`src/rtl/pc_sequencer.sv`:
```
// pc_sequencer: fetch-PC sequencer for the 5-stage MIPS pipeline.
// Chooses each cycle between sequential fetch, a taken EX branch and an ID
// jump (J/JAL/JR), drives the IF/ID and ID/EX flush strobes, and traps
// misaligned JR targets to EXC_VECTOR.
// Optional build macro MIPS_DELAY_SLOT_EN: when defined, branch delay slots
// are honoured and the flush strobes are relaxed accordingly.

module pc_sequencer #(
    parameter logic [31:0] RESET_PC    = 32'h0000_0000,
    parameter logic [31:0] EXC_VECTOR  = 32'h0000_0080,
    parameter int unsigned BOOT_CYCLES = 1
) (
    input  logic        clk,
    input  logic        reset,
    input  logic        stall_i,
    input  logic        br_taken_ex,
    input  logic [31:0] br_pc4_ex,
    input  logic [31:0] br_off_sh_ex,
    input  logic        jmp_id,
    input  logic        jmp_reg_id,
    input  logic [25:0] jmp_index_id,
    input  logic [31:0] jr_target_id,
    input  logic [31:0] pc4_id,
    output logic [31:0] pc_o,
    output logic [31:0] pc_plus4_o,
    output logic        fetch_valid_o,
    output logic        flush_ifid_o,
    output logic        flush_idex_o,
    output logic        addr_err_o,
    output logic [31:0] epc_o
);

    typedef enum logic [1:0] {
        BOOT,
        RUN,
        TRAP
    } state_t;

    // With no boot delay requested, reset lands directly in RUN so the very
    // first cycle after reset releases is already fetching.
    localparam state_t     RESET_STATE = (BOOT_CYCLES == 0) ? RUN : BOOT;
    localparam logic [3:0] BOOT_LAST   = (BOOT_CYCLES == 0) ? 4'd0 : 4'(BOOT_CYCLES - 1);

    state_t      r_state;
    logic [31:0] r_pc;
    logic [31:0] r_epc;
    logic        r_addrErr;
    logic [3:0]  r_bootCnt;

    logic        w_running;
    logic        w_takeJump;
    logic        w_jrFault;
    logic [31:0] w_brTarget;
    logic [31:0] w_jTarget;
    logic        w_flushIfid;
    logic        w_flushIdex;

    assign w_running  = (r_state == RUN);
    assign w_brTarget = br_pc4_ex + br_off_sh_ex;
    assign w_jTarget  = jmp_reg_id ? jr_target_id : {pc4_id[31:28], jmp_index_id, 2'b00};
    assign w_takeJump = w_running && jmp_id && !stall_i && !br_taken_ex;
    assign w_jrFault  = w_takeJump && jmp_reg_id && (jr_target_id[1:0] != 2'b00);

    // Flush strobes follow the redirect chosen this cycle; only RUN can redirect.
    always_comb begin
        w_flushIfid = 1'b0;
        w_flushIdex = 1'b0;
        if (w_running) begin
`ifdef MIPS_DELAY_SLOT_EN
            w_flushIfid = br_taken_ex || w_jrFault;
            w_flushIdex = 1'b0;
`else
            w_flushIfid = br_taken_ex || w_takeJump;
            w_flushIdex = br_taken_ex;
`endif
        end
    end

    // Sequencer FSM: boot delay, next-PC selection by priority, one-cycle trap.
    always_ff @(posedge clk) begin
        if (reset) begin
            r_state   <= RESET_STATE;
            r_pc      <= RESET_PC;
            r_epc     <= 32'h0000_0000;
            r_addrErr <= 1'b0;
            r_bootCnt <= 4'd0;
        end else begin
            r_addrErr <= 1'b0;
            case (r_state)
                BOOT: begin
                    if (r_bootCnt == BOOT_LAST) begin
                        r_state <= RUN;
                    end else begin
                        r_bootCnt <= r_bootCnt + 4'd1;
                    end
                end
                RUN: begin
                    if (br_taken_ex) begin
                        r_pc <= w_brTarget;
                    end else if (w_takeJump) begin
                        if (w_jrFault) begin
                            r_pc      <= EXC_VECTOR;
                            r_epc     <= pc4_id - 32'd4;
                            r_addrErr <= 1'b1;
                            r_state   <= TRAP;
                        end else begin
                            r_pc <= w_jTarget;
                        end
                    end else if (!stall_i) begin
                        r_pc <= r_pc + 32'd4;
                    end
                end
                TRAP: begin
                    r_state <= RUN;
                end
                default: begin
                    r_state <= RESET_STATE;
                end
            endcase
        end
    end

    assign pc_o          = r_pc;
    assign pc_plus4_o    = r_pc + 32'd4;
    assign fetch_valid_o = w_running;
    assign flush_ifid_o  = w_flushIfid;
    assign flush_idex_o  = w_flushIdex;
    assign addr_err_o    = r_addrErr;
    assign epc_o         = r_epc;

endmodule

```
`config.mk`:
```
export PLATFORM = sky130hd
export DESIGN_NAME = pc_sequencer
export DESIGN_NICKNAME = d
export VERILOG_FILES = /design/src/rtl/pc_sequencer.sv
export SDC_FILE = /design/constraint.sdc
export NUM_CORES = 1
export LEC_CHECK = 0
export BUFFER_PORTS_ARGS = -buffer_cell sky130_fd_sc_hd__buf_2
export CAP_MARGIN = 20
export CORE_MARGIN = 3
export CORE_UTILIZATION = 40
export CTS_CLUSTER_DIAMETER = 30
export DETAILED_ROUTE_END_ITERATION = 8
export GPL_ROUTABILITY_DRIVEN = 0
export GPL_TIMING_DRIVEN = 0
export HOLD_SLACK_MARGIN = 0.05
export PLACE_DENSITY = 0.74
export SLEW_MARGIN = 20
export SYNTH_ARGS = -nofsm -noshare
export SYNTH_HDL_FRONTEND = slang
export SYNTH_SLANG_ARGS = --single-unit
```
`constraint.sdc`:
```
create_clock -name clk -period 5.1 [get_ports clk]
set_input_delay 0.255 -clock clk [delete_from_list [all_inputs] [get_ports clk]]
set_output_delay 0.255 -clock clk [all_outputs]
set_load 0.1 [all_outputs]
```
==> run summary, run 1 <==
========================================================================================
Status                                                                      finished, final reports clean
Number of global-route vias before repair                                          6,427
Starting utilization of the core area                                              41.2%
I/O pins                                                                             260
Worst max-slew margin expressed relative to the limit                              30.8%
Max-cap check violation count                                                          0
Detailed Route WL                                                                22.4 mm
Largest voltage drop on the vdd net                                           0.000145 V
Clk slew on worst S/H paths                                                      0.07 ns
Leading cell types by total area after synthesis                            sky130_fd_sc_hd__dfxtp_1 (24%), sky130_fd_sc_hd__xnor2_1 (7.7%), sky130_fd_sc_hd__ha_1 (7.3%)
Post-Synthesis Net Count                                                             988
Post-route clock skew                                                         0.00634 ns
Cells after synthesis                                                                792
Top library cells by usage in the layout, fill and taps aside               sky130_fd_sc_hd__buf_2 (261), sky130_fd_sc_hd__nor2_1 (103), sky130_fd_sc_hd__dfxtp_1 (71), sky130_fd_sc_hd__o21ai_0 (56)
Vias                                                                               7,107
Clock root cell                                                             sky130_fd_sc_hd__clkbuf_16
Remaining Overflow, GRT                                                                0
1st-pass router iterations                                                             6
# Post-CTS Setup Buffers                                                               0
Required arrival time at the worst endpoint                                      4.85 ns
Total power density per cell area                                            285 nW/um^2
Post-place setup slack                                                           1.89 ns
Number of DRC markers in iteration 0                                                 571
CTS buffer count                                                                       9
Fraction of registers with async set or reset after synthesis                         0%
Port bufs                                                                            257
Worst Tran Pin Value                                                             1.04 ns
Pins over their slew limit                                                             0
Largest net degree at the start of global routing                                     16
Leakage power of the design                                                      3.48 nW
RSZ-0062 raised after global routing                                                  no
Antenna fix cells                                                                      0
Number of hold violations in the final report                                          0
Tmin final                                                                       3.38 ns
Buf/Inv on CP                                                                          1
Worst Slack Setup Final                                                          1.72 ns
Insertion delay to the later sink of the worst-skew pair                         0.34 ns
Sink count of the clock tree                                                          71
DR vias/cell                                                                        5.69
Portion of the clock cycle consumed by the worst path in the final layout          66.2%
Area growth, synth to finish                                                       29.9%
Crit path largest cell delay                                                     0.64 ns
Number of buffers added to fix hold violations after cts                               0
Placement row count                                                                   44
Most common library cell in the layout ignoring fill and taps               sky130_fd_sc_hd__buf_2
Maximum fanout along the worst path                                                    6
Core Util, Final                                                                   53.6%
Data arrival time of the worst path                                              3.12 ns
Antenna violations before repair                                                       0
Number of synthesized register bits                                                   71
Biggest area consumer among synthesized cells                               sky130_fd_sc_hd__dfxtp_1
Area of the mapped netlist                                                    6040 sq um
Top_reg_cell synth                                                          sky130_fd_sc_hd__dfxtp_1
Longest Clk Path Bufs                                                                  2
Synthesized area divided by synthesized cell count                            7.63 sq um
Die height                                                                        129 um
Path category of the worst min-delay check                                     in -> reg
Proportion of netlist area held by the largest area contributor                    23.5%
Detailed Place HPWL                                                              18.0 mm
Share of post-route cells with drive strength above 1                              28.2%
CP startpoint kind                                                             flip-flop
Die Span X                                                                        129 um
List of cells traversed by the critical path                                ha_1 -> nand3_1 -> nor3_1 -> and2_1 -> nand4_1 -> xnor2_1 -> buf_2
Cell family with most CP delay                                              simple AND/OR/NAND/NOR gates
Post-CTS resize count                                                                  0
Number of synthesized flops with an enable pin                                         0
Synth unique cells                                                                    71
Crit path max-delay cell type                                               sky130_fd_sc_hd__nor3_1
Wire length of the first global-routing pass                                     33.7 mm
Aggregate global-route resource usage                                              25.5%
Routed length per instance                                                       17.9 um
Number of levels in the clock H-tree                                                   3
Worst setup path category                                                     reg -> out
Total Die Area                                                              16,600 sq um
Post-route cell area                                                          7850 sq um
TritonCTS clock tree                                                               built
Number of warning messages in the yosys log                                            0
Total of endpoints with negative setup slack in the final report                       0
Worst hold slack                                                                0.107 ns
Final-stage net count                                                              1,256
Detailed-route DRC error count                                                         0
Setup_tns                                                                           0 ns
Instance area after placement                                                 7560 sq um
Remaining antenna violation count                                                      0
Sequential share of the synthesized area                                           23.5%
Endpoint type of the worst setup path                                         output pin
F_max                                                                          0.296 GHz
Placeable core region                                                       14,600 sq um
========================================================================================
[final timing paths]
check	from	to	slack, ns	cells after the start
setup / recovery	pc_o[2]$_SDFFE_PP0P_	pc_plus4_o[28]	1.72	7
hold / removal	pc4_id[2]	epc_o[2]$_SDFFE_PP0P_	0.11	2
setup reg to reg	pc_o[2]$_SDFFE_PP0P_	pc_o[28]$_SDFFE_PP0P_	2.26	9
hold reg to reg	pc_o[0]$_SDFFE_PP0P_	pc_o[0]$_SDFFE_PP0P_	0.48	2
[metal layers]
layer	part of all wire [%]	vias to the layer above	global-route usage, %
li1	-	3459	-
met1	43	3269	34.0
met2	46	332	41.3
met3	7.9	47	4.32
met4	3.0	0	9.82
met5	0	-	0
[cell usage after synthesis, types with 3 or more instances]
cell type / number
sky130_fd_sc_hd__nor2_1: 103
sky130_fd_sc_hd__dfxtp_1: 71
sky130_fd_sc_hd__o21ai_0: 56
sky130_fd_sc_hd__nand2_1: 53
sky130_fd_sc_hd__xnor2_1: 53
sky130_fd_sc_hd__a21oi_1: 52
sky130_fd_sc_hd__a211oi_1: 45
sky130_fd_sc_hd__clkbuf_1: 35
sky130_fd_sc_hd__ha_1: 35
sky130_fd_sc_hd__mux2i_1: 30
sky130_fd_sc_hd__inv_1: 28
sky130_fd_sc_hd__nand3_1: 26
sky130_fd_sc_hd__xor2_1: 26
sky130_fd_sc_hd__a221oi_1: 15
sky130_fd_sc_hd__nor3_1: 15
sky130_fd_sc_hd__nand4_1: 14
sky130_fd_sc_hd__o211ai_1: 9
sky130_fd_sc_hd__nor4_1: 8
sky130_fd_sc_hd__a21o_1: 7
sky130_fd_sc_hd__and2_1: 7
sky130_fd_sc_hd__or3_1: 6
sky130_fd_sc_hd__a311oi_1: 5
sky130_fd_sc_hd__a31oi_1: 5
sky130_fd_sc_hd__o21bai_1: 5
sky130_fd_sc_hd__o31ai_1: 5
sky130_fd_sc_hd__or4_1: 5
sky130_fd_sc_hd__buf_2: 4
sky130_fd_sc_hd__mux2_2: 4
sky130_fd_sc_hd__nor2b_1: 4
sky130_fd_sc_hd__a22oi_1: 3
sky130_fd_sc_hd__buf_1: 3
sky130_fd_sc_hd__nand2b_1: 3
sky130_fd_sc_hd__o21ai_1: 3
[where the power goes]
group	switching [mW]	internal (mW)	total, mW	leakage [nW]
combinational	0.748	0.249	0.997	2.77
sequential	0.0375	0.585	0.623	0.580
clock	0.275	0.339	0.614	0.138
total	1.06	1.17	2.23	3.48
[flip-flops by register name, indices dropped and copies added (netlist names)]
register,count
addr_err_o,1
r_bootCnt,4
pc_o,32
epc_o,32
r_state,2
[stage by stage]
step | total power, mW | std cells
3_3_place_gp | 1.62 | 1233
3_5_place_dp | 1.62 | 1233
5_1_grt | 2.33 | 1249
4_1_cts | 2.24 | 1249
6_report | 2.23 | 1249
2_1_floorplan | 1.38 | 792
[cell type report]
cell class	count	area [sq um]
plain buffers	45	183
clock buffers	9	225
clock inverters	7	60.1
fillers	1477	6800
inverters	28	105
multi-input cells	648	4340
flip-flops and latches	71	1420
well taps	184	230
repair buffers	257	1290
[kinds of logic after synthesis]
group / synth area share [%]
AO/OA/AOI/OAI: 25.8
XOR/XNOR: 11.5
adder cells (fa/ha/maj): 7.58
buffers and inverters: 4.76
flip-flops: 23.5
multiplexers: 5.72
AND/OR/NAND/NOR: 21.1
No activity file was read; power rests on OpenSTA's default activity.
==> run 2, diff against run 1 <==
--- a/config.mk
+++ b/config.mk
@@ -14,7 +14,7 @@
 export GPL_ROUTABILITY_DRIVEN = 0
 export GPL_TIMING_DRIVEN = 0
 export HOLD_SLACK_MARGIN = 0.05
-export PLACE_DENSITY = 0.74
+export PLACE_DENSITY = 0.77
 export SLEW_MARGIN = 20
 export SYNTH_ARGS = -nofsm -noshare
 export SYNTH_HDL_FRONTEND = slang
==> constraint.sdc (replaced) <==
create_clock -name clk -period 3 [get_ports clk]
set_input_delay 0.15 -clock clk [delete_from_list [all_inputs] [get_ports clk]]
set_output_delay 0.15 -clock clk [all_outputs]
set_load 0.1 [all_outputs]
==> run 2 against run 1 <==
Compared with the run above: global-route usage is 1.2 points higher; worst setup slack worse by 1.6 ns; critical path depth stayed put.
==> run summary, run 2 (synthesis results as in run 1) <==
========================================================================================
Insertion delay to the later sink of the worst-skew pair                         0.34 ns   about the same
Worst Tran Pin Value                                                             1.08 ns   was 1.04 ns
1st-pass router iterations                                                             5   was 6
Core Util, Final                                                                   56.6%   was 53.6%
Placement row count                                                                   44   unchanged
CTS buffer count                                                                       9   unchanged
TritonCTS clock tree                                                               built   unchanged
Pins over their slew limit                                                             0   unchanged
Aggregate global-route resource usage                                              26.7%   was 25.5%
Worst min-delay path startpoint                                               pc4_id[20]   was pc4_id[2]
Worst setup path category                                                     reg -> out   unchanged
Routed length per instance                                                       18.4 um   was 17.9 um
Post-route cell area                                                          8290 sq um   was 7850 sq um
Top library cells by usage in the layout, fill and taps aside               sky130_fd_sc_hd__buf_2 (256), sky130_fd_sc_hd__nor2_1 (103), sky130_fd_sc_hd__o21ai_0 (56), sky130_fd_sc_hd__nand2_1 (53)   was sky130_fd_sc_hd__buf_2 (261), sky130_fd_sc_hd__nor2_1 (103), sky130_fd_sc_hd__dfxtp_1 (71), sky130_fd_sc_hd__o21ai_0 (56)
Largest voltage drop on the vdd net                                           0.000270 V   was 0.000145 V
Worst max-slew margin expressed relative to the limit                              28.3%   was 30.8%
Share of post-route cells with drive strength above 1                              32.7%   was 28.2%
DR vias/cell                                                                        5.70   was 5.69
Clk slew on worst S/H paths                                                      0.06 ns   was 0.07 ns
Maximum fanout along the worst path                                                    7   was 6
Number of standard cells in the final layout excluding fillers                     1,257   was 1,249
Switching share of power                                                           46.8%   was 47.5%
Reg2Reg Setup Slack                                                              0.24 ns   was 2.26 ns
Sink count of the clock tree                                                          71   unchanged
Total Die Area                                                              16,600 sq um   unchanged
Die height                                                                        129 um   unchanged
F_max                                                                          0.352 GHz
Portion of the clock cycle consumed by the worst path in the final layout          94.6%
Number of levels in the clock H-tree                                                   3   unchanged
Part of the total power dissipated in sequential elements                          28.1%   was 27.9%
Worst hold stages                                                                      3   was 2
Instance count after placement with tap cells included                             1,233   unchanged
I/O pins                                                                             260   unchanged
Total Power Consumption                                                          3.85 mW   was 2.23 mW
Worst reg2reg endpoint                                                      pc_o[29]$_SDFFE_PP0P_   was pc_o[28]$_SDFFE_PP0P_
Path category of the worst min-delay check                                     in -> reg   unchanged
Detailed Route WL                                                                23.2 mm   was 22.4 mm
Remaining antenna violation count                                                      0   unchanged
Antenna violations before repair                                                       3   was 0
Largest net degree at the start of global routing                                     14   was 16
Port bufs                                                                            257   unchanged
Required arrival time at the worst endpoint                                      2.85 ns   was 4.85 ns
Register Area                                                                 1460 sq um   was 1420 sq um
Endpoint type of the worst setup path                                         output pin   unchanged
Starting utilization of the core area                                              41.2%   unchanged
Detailed Place HPWL                                                              18.7 mm   was 18.0 mm
Net Switching                                                                    1.80 mW   was 1.06 mW
Leakage power of the design                                                      3.73 nW   was 3.48 nW
Status                                                                      finished, final reports clean   unchanged
Number of cell instances on the worst register-to-register path                        8   was 9
Combinational share of power                                                       45.4%   was 44.6%
Total of endpoints with negative setup slack in the final report                       0   unchanged
Longest Clk Path Bufs                                                                  2   unchanged
Worst Slack Setup Final                                                         0.163 ns   was 1.72 ns
Combined area of the multi-input logic cells                                  4680 sq um   was 4340 sq um
Post-route clock skew                                                         0.00723 ns   was 0.00634 ns
Tmin final                                                                       2.84 ns
Most common library cell in the layout ignoring fill and taps               sky130_fd_sc_hd__buf_2   unchanged
Data arrival time of the worst path                                              2.69 ns   was 3.12 ns
Post-place setup slack                                                        -0.0578 ns   was 1.89 ns
Instance area after placement                                                 7910 sq um   was 7560 sq um
CP startpoint kind                                                             flip-flop   unchanged
Vias                                                                               7,165   was 7,107
Final-stage net count                                                              1,261   was 1,256
Detailed-route DRC error count                                                         0   unchanged
Total power density per cell area                                            465 nW/um^2   was 285 nW/um^2
Area growth, synth to finish                                                       37.3%   was 29.9%
Clock root cell                                                             sky130_fd_sc_hd__clkbuf_16   unchanged
Number of global-route vias before repair                                          6,695   was 6,427
Number of filler cells placed in the layout                                        1,420   was 1,477
Number of hold violations in the final report                                          0   unchanged
Endpoint of the worst hold path                                             epc_o[20]$_SDFFE_PP0P_   was epc_o[2]$_SDFFE_PP0P_
Wire length of the first global-routing pass                                     35.1 mm   was 33.7 mm
Reg-to-Reg Start                                                            r_state[0]$_SDFFE_PP0P_   was pc_o[2]$_SDFFE_PP0P_
Placeable core region                                                       14,600 sq um   unchanged
Power share of the clock group                                                     26.5%   was 27.5%
Int Pwr                                                                          2.05 mW   was 1.17 mW
Number of DRC markers in iteration 0                                                 459   was 571
Max-cap check violation count                                                          0   unchanged
Die Span X                                                                        129 um   unchanged
Remaining Overflow, GRT                                                                0   unchanged
RSZ-0062 raised after global routing                                                  no   unchanged
========================================================================================
## run 2: cell types whose count changed in the layout (fill, tap and decap cells not counted), sizes merged
cell	previous run	this run
inv	33	31
buf	266	264
diode	0	3
dlygate4sd3	0	3
clkbuf	45	50
clkinv	1	2
## run 2: power groups by stage
stage,Combinational [mW],Clock [mW],Sequential [mW]
after floorplan,0.950,0,1.46
after global placement,1.71,0,1.10
after detailed placement,1.72,0,1.10
after CTS,1.73,1.04,1.08
after global routing,1.84,1.07,1.09
final,1.75,1.02,1.08
## run 2: area by class of cell
cell class                      count  area share [%]
Multi-Input combinational cell    648            56.4
Antenna cell                        3          0.0905
Clock inverter                      6           0.513
Inverter                           28            1.27
Sequential cell                    71            17.6
Tap cell                          184            2.78
Buffer                             45            2.22
Clock buffer                       10            2.88
Timing Repair Buffer              262            16.2
## run 2: critical path, cell delays in order (launching register included)
cell and delay [ns]:
sky130_fd_sc_hd__dfxtp_4 0.33, sky130_fd_sc_hd__clkbuf_1 0.28, sky130_fd_sc_hd__nand3_2 0.25, sky130_fd_sc_hd__nor4_4 0.45
sky130_fd_sc_hd__and2_1 0.27, sky130_fd_sc_hd__nand3_1 0.20, sky130_fd_sc_hd__xnor2_4 0.23, sky130_fd_sc_hd__buf_4 0.32
## run 2: per-layer routing
metal	vias to the layer above	global-route usage (%)	share of wire (%)
li1	3462	-	-
met1	3345	34.8	42
met2	312	44.0	47
met3	46	5.31	7.6
met4	0	9.39	2.7
met5	-	0	0
## run 2: stage by stage
step / hold WS, ns / setup TNS, ns
after CTS: 0.110 / 0
after floorplan: 0.246 / -0.668
after detailed placement: 0.365 / -0.0578
after global routing: 0.134 / 0
final: 0.123 / 0
after global placement: 0.362 / -0.0427
## run 2: how the worst max path moves through the flow
stage                                    start                    end  cells past startpoint
after global routing      pc_o[4]$_SDFFE_PP0P_         pc_plus4_o[27]                      7
final                     pc_o[4]$_SDFFE_PP0P_         pc_plus4_o[27]                      7
after CTS                 pc_o[2]$_SDFFE_PP0P_         pc_plus4_o[28]                      7
after detailed placement         br_pc4_ex[15]  pc_o[30]$_SDFFE_PP0P_                     11
after global placement           br_pc4_ex[15]  pc_o[30]$_SDFFE_PP0P_                     11
after floorplan           pc_o[2]$_SDFFE_PP0P_  pc_o[28]$_SDFFE_PP0P_                      9
## run 2: timing repair
| item | 4_1_cts | 5_1_grt |
|---|---|---|
| gates resized for setup | 3 | 8 |
| endpoints found under the hold margin | 3 | 0 |
| pin swaps | 0 | 1 |
| endpoints found under the setup margin | 11 | 9 |
| buffers inserted | 0 | 2 |
| hold buffers | 3 | 0 |
==> run 3, diff against run 2 <==
--- a/config.mk
+++ b/config.mk
@@ -5,17 +5,18 @@
 export SDC_FILE = /design/constraint.sdc
 export NUM_CORES = 1
 export LEC_CHECK = 0
+export ABC_AREA = 1
 export BUFFER_PORTS_ARGS = -buffer_cell sky130_fd_sc_hd__buf_2
 export CAP_MARGIN = 20
-export CORE_MARGIN = 3
 export CORE_UTILIZATION = 40
 export CTS_CLUSTER_DIAMETER = 30
 export DETAILED_ROUTE_END_ITERATION = 8
 export GPL_ROUTABILITY_DRIVEN = 0
 export GPL_TIMING_DRIVEN = 0
 export HOLD_SLACK_MARGIN = 0.05
-export PLACE_DENSITY = 0.77
+export PLACE_DENSITY = 0.74
 export SLEW_MARGIN = 20
 export SYNTH_ARGS = -nofsm -noshare
 export SYNTH_HDL_FRONTEND = slang
 export SYNTH_SLANG_ARGS = --single-unit
+export TNS_END_PERCENT = 30
==> run 3 against run 2 <==
Compared with the run above: first-iteration DRC count up 56%; largest cell class unchanged; cell count up 43%; sequential share of layout area is 2.4 points lower; clock power up 4%; critical path type unchanged; register-to-register slack better by 0.75 ns; routed wire length is 19% higher; via count rose by 30%; final area rose by 13%; hold slack lost 0.038 ns; core utilization shrank 4.7 points; global-route usage increased by 2.6 points.
==> run summary, run 3 <==
========================================================================================
Status                                                                      finished, final reports clean   unchanged
TritonCTS clock tree                                                               built   unchanged
Biggest area consumer among synthesized cells                               sky130_fd_sc_hd__nand2_1   was sky130_fd_sc_hd__dfxtp_1
DR vias/cell                                                                        5.20   was 5.70
Placeable core region                                                       18,000 sq um   was 14,600 sq um
Remaining Overflow, GRT                                                                0   unchanged
Largest voltage drop on the vdd net                                           0.000291 V   was 0.000270 V
Most common library cell in the layout ignoring fill and taps               sky130_fd_sc_hd__nand2_1   was sky130_fd_sc_hd__buf_2
Synthesized area divided by synthesized cell count                            5.70 sq um   was 7.63 sq um
Pins over their slew limit                                                             0   unchanged
Maximum fanout along the worst path                                                    6   was 7
1st-pass router iterations                                                             6   was 5
Number of levels in the clock H-tree                                                   3   unchanged
Fraction of registers with async set or reset after synthesis                         0%   unchanged
Antenna violations before repair                                                       0   was 3
Total Die Area                                                              19,000 sq um   was 16,600 sq um
I/O pins                                                                             260   unchanged
Area of the mapped netlist                                                    7360 sq um   was 6040 sq um
Longest Clk Path Bufs                                                                  2   unchanged
Die height                                                                        138 um   was 129 um
Number of standard cells in the final layout excluding fillers                     1,796   was 1,257
Port bufs                                                                            258   was 257
Aggregate global-route resource usage                                              29.3%   was 26.7%
Most frequent cell after synthesis                                          sky130_fd_sc_hd__nand2_1   was sky130_fd_sc_hd__nor2_1
Worst Slack Setup Final                                                         0.338 ns   was 0.163 ns
Wire length of the first global-routing pass                                     42.3 mm   was 35.1 mm
Largest net degree at the start of global routing                                     11   was 14
Number of synthesized register bits                                                   71   unchanged
Routed length per instance                                                       15.4 um   was 18.4 um
Number of cell instances on the worst register-to-register path                        8   unchanged
Sink count of the clock tree                                                          71   unchanged
Crit path largest cell delay                                                     0.45 ns   about the same
Die Span X                                                                        138 um   was 129 um
CP startpoint kind                                                             flip-flop   unchanged
Met1 Wirelength                                                                  11.7 mm   was 9.83 mm
Antenna fix cells                                                                      0   was 3
Portion of the clock cycle consumed by the worst path in the final layout          88.7%   was 94.6%
Remaining antenna violation count                                                      0   unchanged
Top_reg_cell synth                                                          sky130_fd_sc_hd__dfxtp_1   unchanged
Worst hold stages                                                                      3   unchanged
Tmin final                                                                       2.66 ns   was 2.84 ns
Clock root cell                                                             sky130_fd_sc_hd__clkbuf_16   unchanged
Data arrival time of the worst path                                              2.51 ns   was 2.69 ns
Detailed Place HPWL                                                              23.0 mm   was 18.7 mm
Endpoint type of the worst setup path                                         output pin   unchanged
Number of synthesized flops with an enable pin                                         0   unchanged
Detailed-route DRC error count                                                         0   unchanged
Met2 WL post-DR                                                                  12.1 mm   was 11.0 mm
Post-place setup slack                                                          0.766 ns   was -0.0578 ns
Instance area after placement                                                 9050 sq um   was 7910 sq um
Total Power Consumption                                                          3.80 mW   was 3.85 mW
Instance count after placement with tap cells included                             1,779   was 1,233
Proportion of netlist area held by the largest area contributor                    19.5%   was 23.5%
List of cells traversed by the critical path                                ha_1 -> nand3_2 -> nor2_8 -> nand2_4 -> nor2_4 -> nand2_1 -> nand2_1 -> and2_1 -> buf_2   was clkbuf_1 -> nand3_2 -> nor4_4 -> and2_1 -> nand3_1 -> xnor2_4 -> buf_4
Cells after synthesis                                                              1,292   was 792
Vias                                                                               9,345   was 7,165
Number of global-route vias before repair                                          8,256   was 6,695
Number of warning messages in the yosys log                                            0   unchanged
Worst max-slew margin expressed relative to the limit                              44.9%   was 28.3%
Detailed Route WL                                                                27.6 mm   was 23.2 mm
Clk slew on worst S/H paths                                                      0.06 ns   about the same
Starting utilization of the core area                                              40.9%   was 41.2%
Post-route cell area                                                          9360 sq um   was 8290 sq um
Number of DRC markers in iteration 0                                                 715   was 459
Most frequent CP cell                                                       sky130_fd_sc_hd__nand2_1
CTS buffer count                                                                       9   unchanged
Total of endpoints with negative setup slack in the final report                       0   unchanged
Worst Tran Pin Value                                                            0.826 ns   was 1.08 ns
Path category of the worst min-delay check                                     in -> reg   unchanged
Area growth, synth to finish                                                       27.1%   was 37.3%
Core Util, Final                                                                   51.9%   was 56.6%
Synth unique cells                                                                    47   was 71
Reg2Reg Setup Slack                                                              0.99 ns   was 0.24 ns
Max-cap check violation count                                                          0   unchanged
Post-route clock skew                                                         0.00965 ns   was 0.00723 ns
Top library cells by usage in the layout, fill and taps aside               sky130_fd_sc_hd__nand2_1 (382), sky130_fd_sc_hd__buf_2 (268), sky130_fd_sc_hd__inv_1 (194), sky130_fd_sc_hd__nor2_1 (133), sky130_fd_sc_hd__a21oi_1 (90)   was sky130_fd_sc_hd__buf_2 (256), sky130_fd_sc_hd__nor2_1 (103), sky130_fd_sc_hd__o21ai_0 (56), sky130_fd_sc_hd__nand2_1 (53)
Worst setup path category                                                     reg -> out   unchanged
Final-stage net count                                                              1,760   was 1,261
Total power density per cell area                                            406 nW/um^2   was 465 nW/um^2
Placement row count                                                                   49   was 44
Most instantiated cells after synthesis                                     sky130_fd_sc_hd__nand2_1 (382), sky130_fd_sc_hd__inv_1 (194), sky130_fd_sc_hd__nor2_1 (133)   was sky130_fd_sc_hd__nor2_1 (103), sky130_fd_sc_hd__dfxtp_1 (71), sky130_fd_sc_hd__o21ai_0 (56)
Sequential share of the synthesized area                                           19.3%   was 23.5%
Setup_tns                                                                           0 ns   unchanged
Worst hold slack                                                               0.0851 ns   was 0.123 ns
Number of hold violations in the final report                                          0   unchanged
Share of post-route cells with drive strength above 1                              22.8%   was 32.7%
Insertion delay to the later sink of the worst-skew pair                         0.34 ns   about the same
Max layer used                                                                      met4   unchanged
Leakage power of the design                                                      5.14 nW   was 3.73 nW
Post-CTS resize count                                                                  0   was 3
F_max                                                                          0.376 GHz   was 0.352 GHz
Crit path max-delay cell type                                               sky130_fd_sc_hd__dfxtp_1   was sky130_fd_sc_hd__nor4_4
Required arrival time at the worst endpoint                                      2.85 ns   about the same
Post-Synthesis Net Count                                                           1,488   was 988
Leading cell types by total area after synthesis                            sky130_fd_sc_hd__nand2_1 (19%), sky130_fd_sc_hd__dfxtp_1 (19%), sky130_fd_sc_hd__inv_1 (9.9%)   was sky130_fd_sc_hd__dfxtp_1 (24%), sky130_fd_sc_hd__xnor2_1 (7.7%), sky130_fd_sc_hd__ha_1 (7.3%)
Total met3 wirelength after detailed routing                                     2.56 mm   was 1.76 mm
RSZ-0062 raised after global routing                                                  no   unchanged
========================================================================================
==> run 3: final timing paths <==
path,from,endpoint
worst max-delay path,pc_o[2]$_SDFFE_PP0P_,pc_plus4_o[20]
worst min-delay path,pc4_id[13],epc_o[13]$_SDFFE_PP0P_
worst max register to register,r_state[0]$_SDFFE_PP0P_,pc_o[15]$_SDFFE_PP0P_
worst min register to register,r_bootCnt[3]$_SDFFE_PP0P_,r_bootCnt[3]$_SDFFE_PP0P_
==> run 3: metal layers <==
layer | track usage [%] | vias to the layer above
met5 | 0 | -
li1 | - | 4679
met2 | 46.5 | 439
met1 | 37.6 | 4159
met4 | 13.2 | 0
met3 | 6.70 | 68
==> run 3: final cells by class <==
type | instances | area [sq um]
Clock buffer | 13 | 250
Tap cell | 229 | 287
Clock inverter | 1 | 30.0
Timing Repair Buffer | 261 | 1320
Multi-Input combinational cell | 983 | 5130
Buffer | 33 | 148
Sequential cell | 71 | 1420
Inverter | 205 | 769
Fill cell | 1917 | 8660
==> run 3: cells by family after synthesis <==
family,Yosys count,share of synthesized area [%]
DFF,71,19.3
buffers and inverters,238,12.5
AOI/OAI and AO/OA,233,17.5
muxes,1,0.136
and+or+nand+nor,686,41.0
xor gates and xnor gates,27,3.42
adders and majority gates,36,6.22
==> run 3: repair_timing <==
item                                   4_1_cts  5_1_grt
endpoints found under the hold margin        3        0
setup buffers                                0        0
setup endpoints to repair                    0        0
hold buffers                                 3        0
==> run 3: worst max-delay path: cells and delay by family (launching register included) <==
family                     cells  cell delay, ns
adders and majority gates      1            0.28
DFF                            1            0.45
and+or+nand+nor                7            0.99
buffers and inverters          1            0.44
==> run 3: power breakdown <==
part	leakage, nW	total [mW]	switching, mW	internal (mW)
clock network	0.136	1.06	0.405	0.658
logic	4.42	1.68	1.27	0.407
registers	0.580	1.06	0.0682	0.990
total	5.14	3.80	1.74	2.06
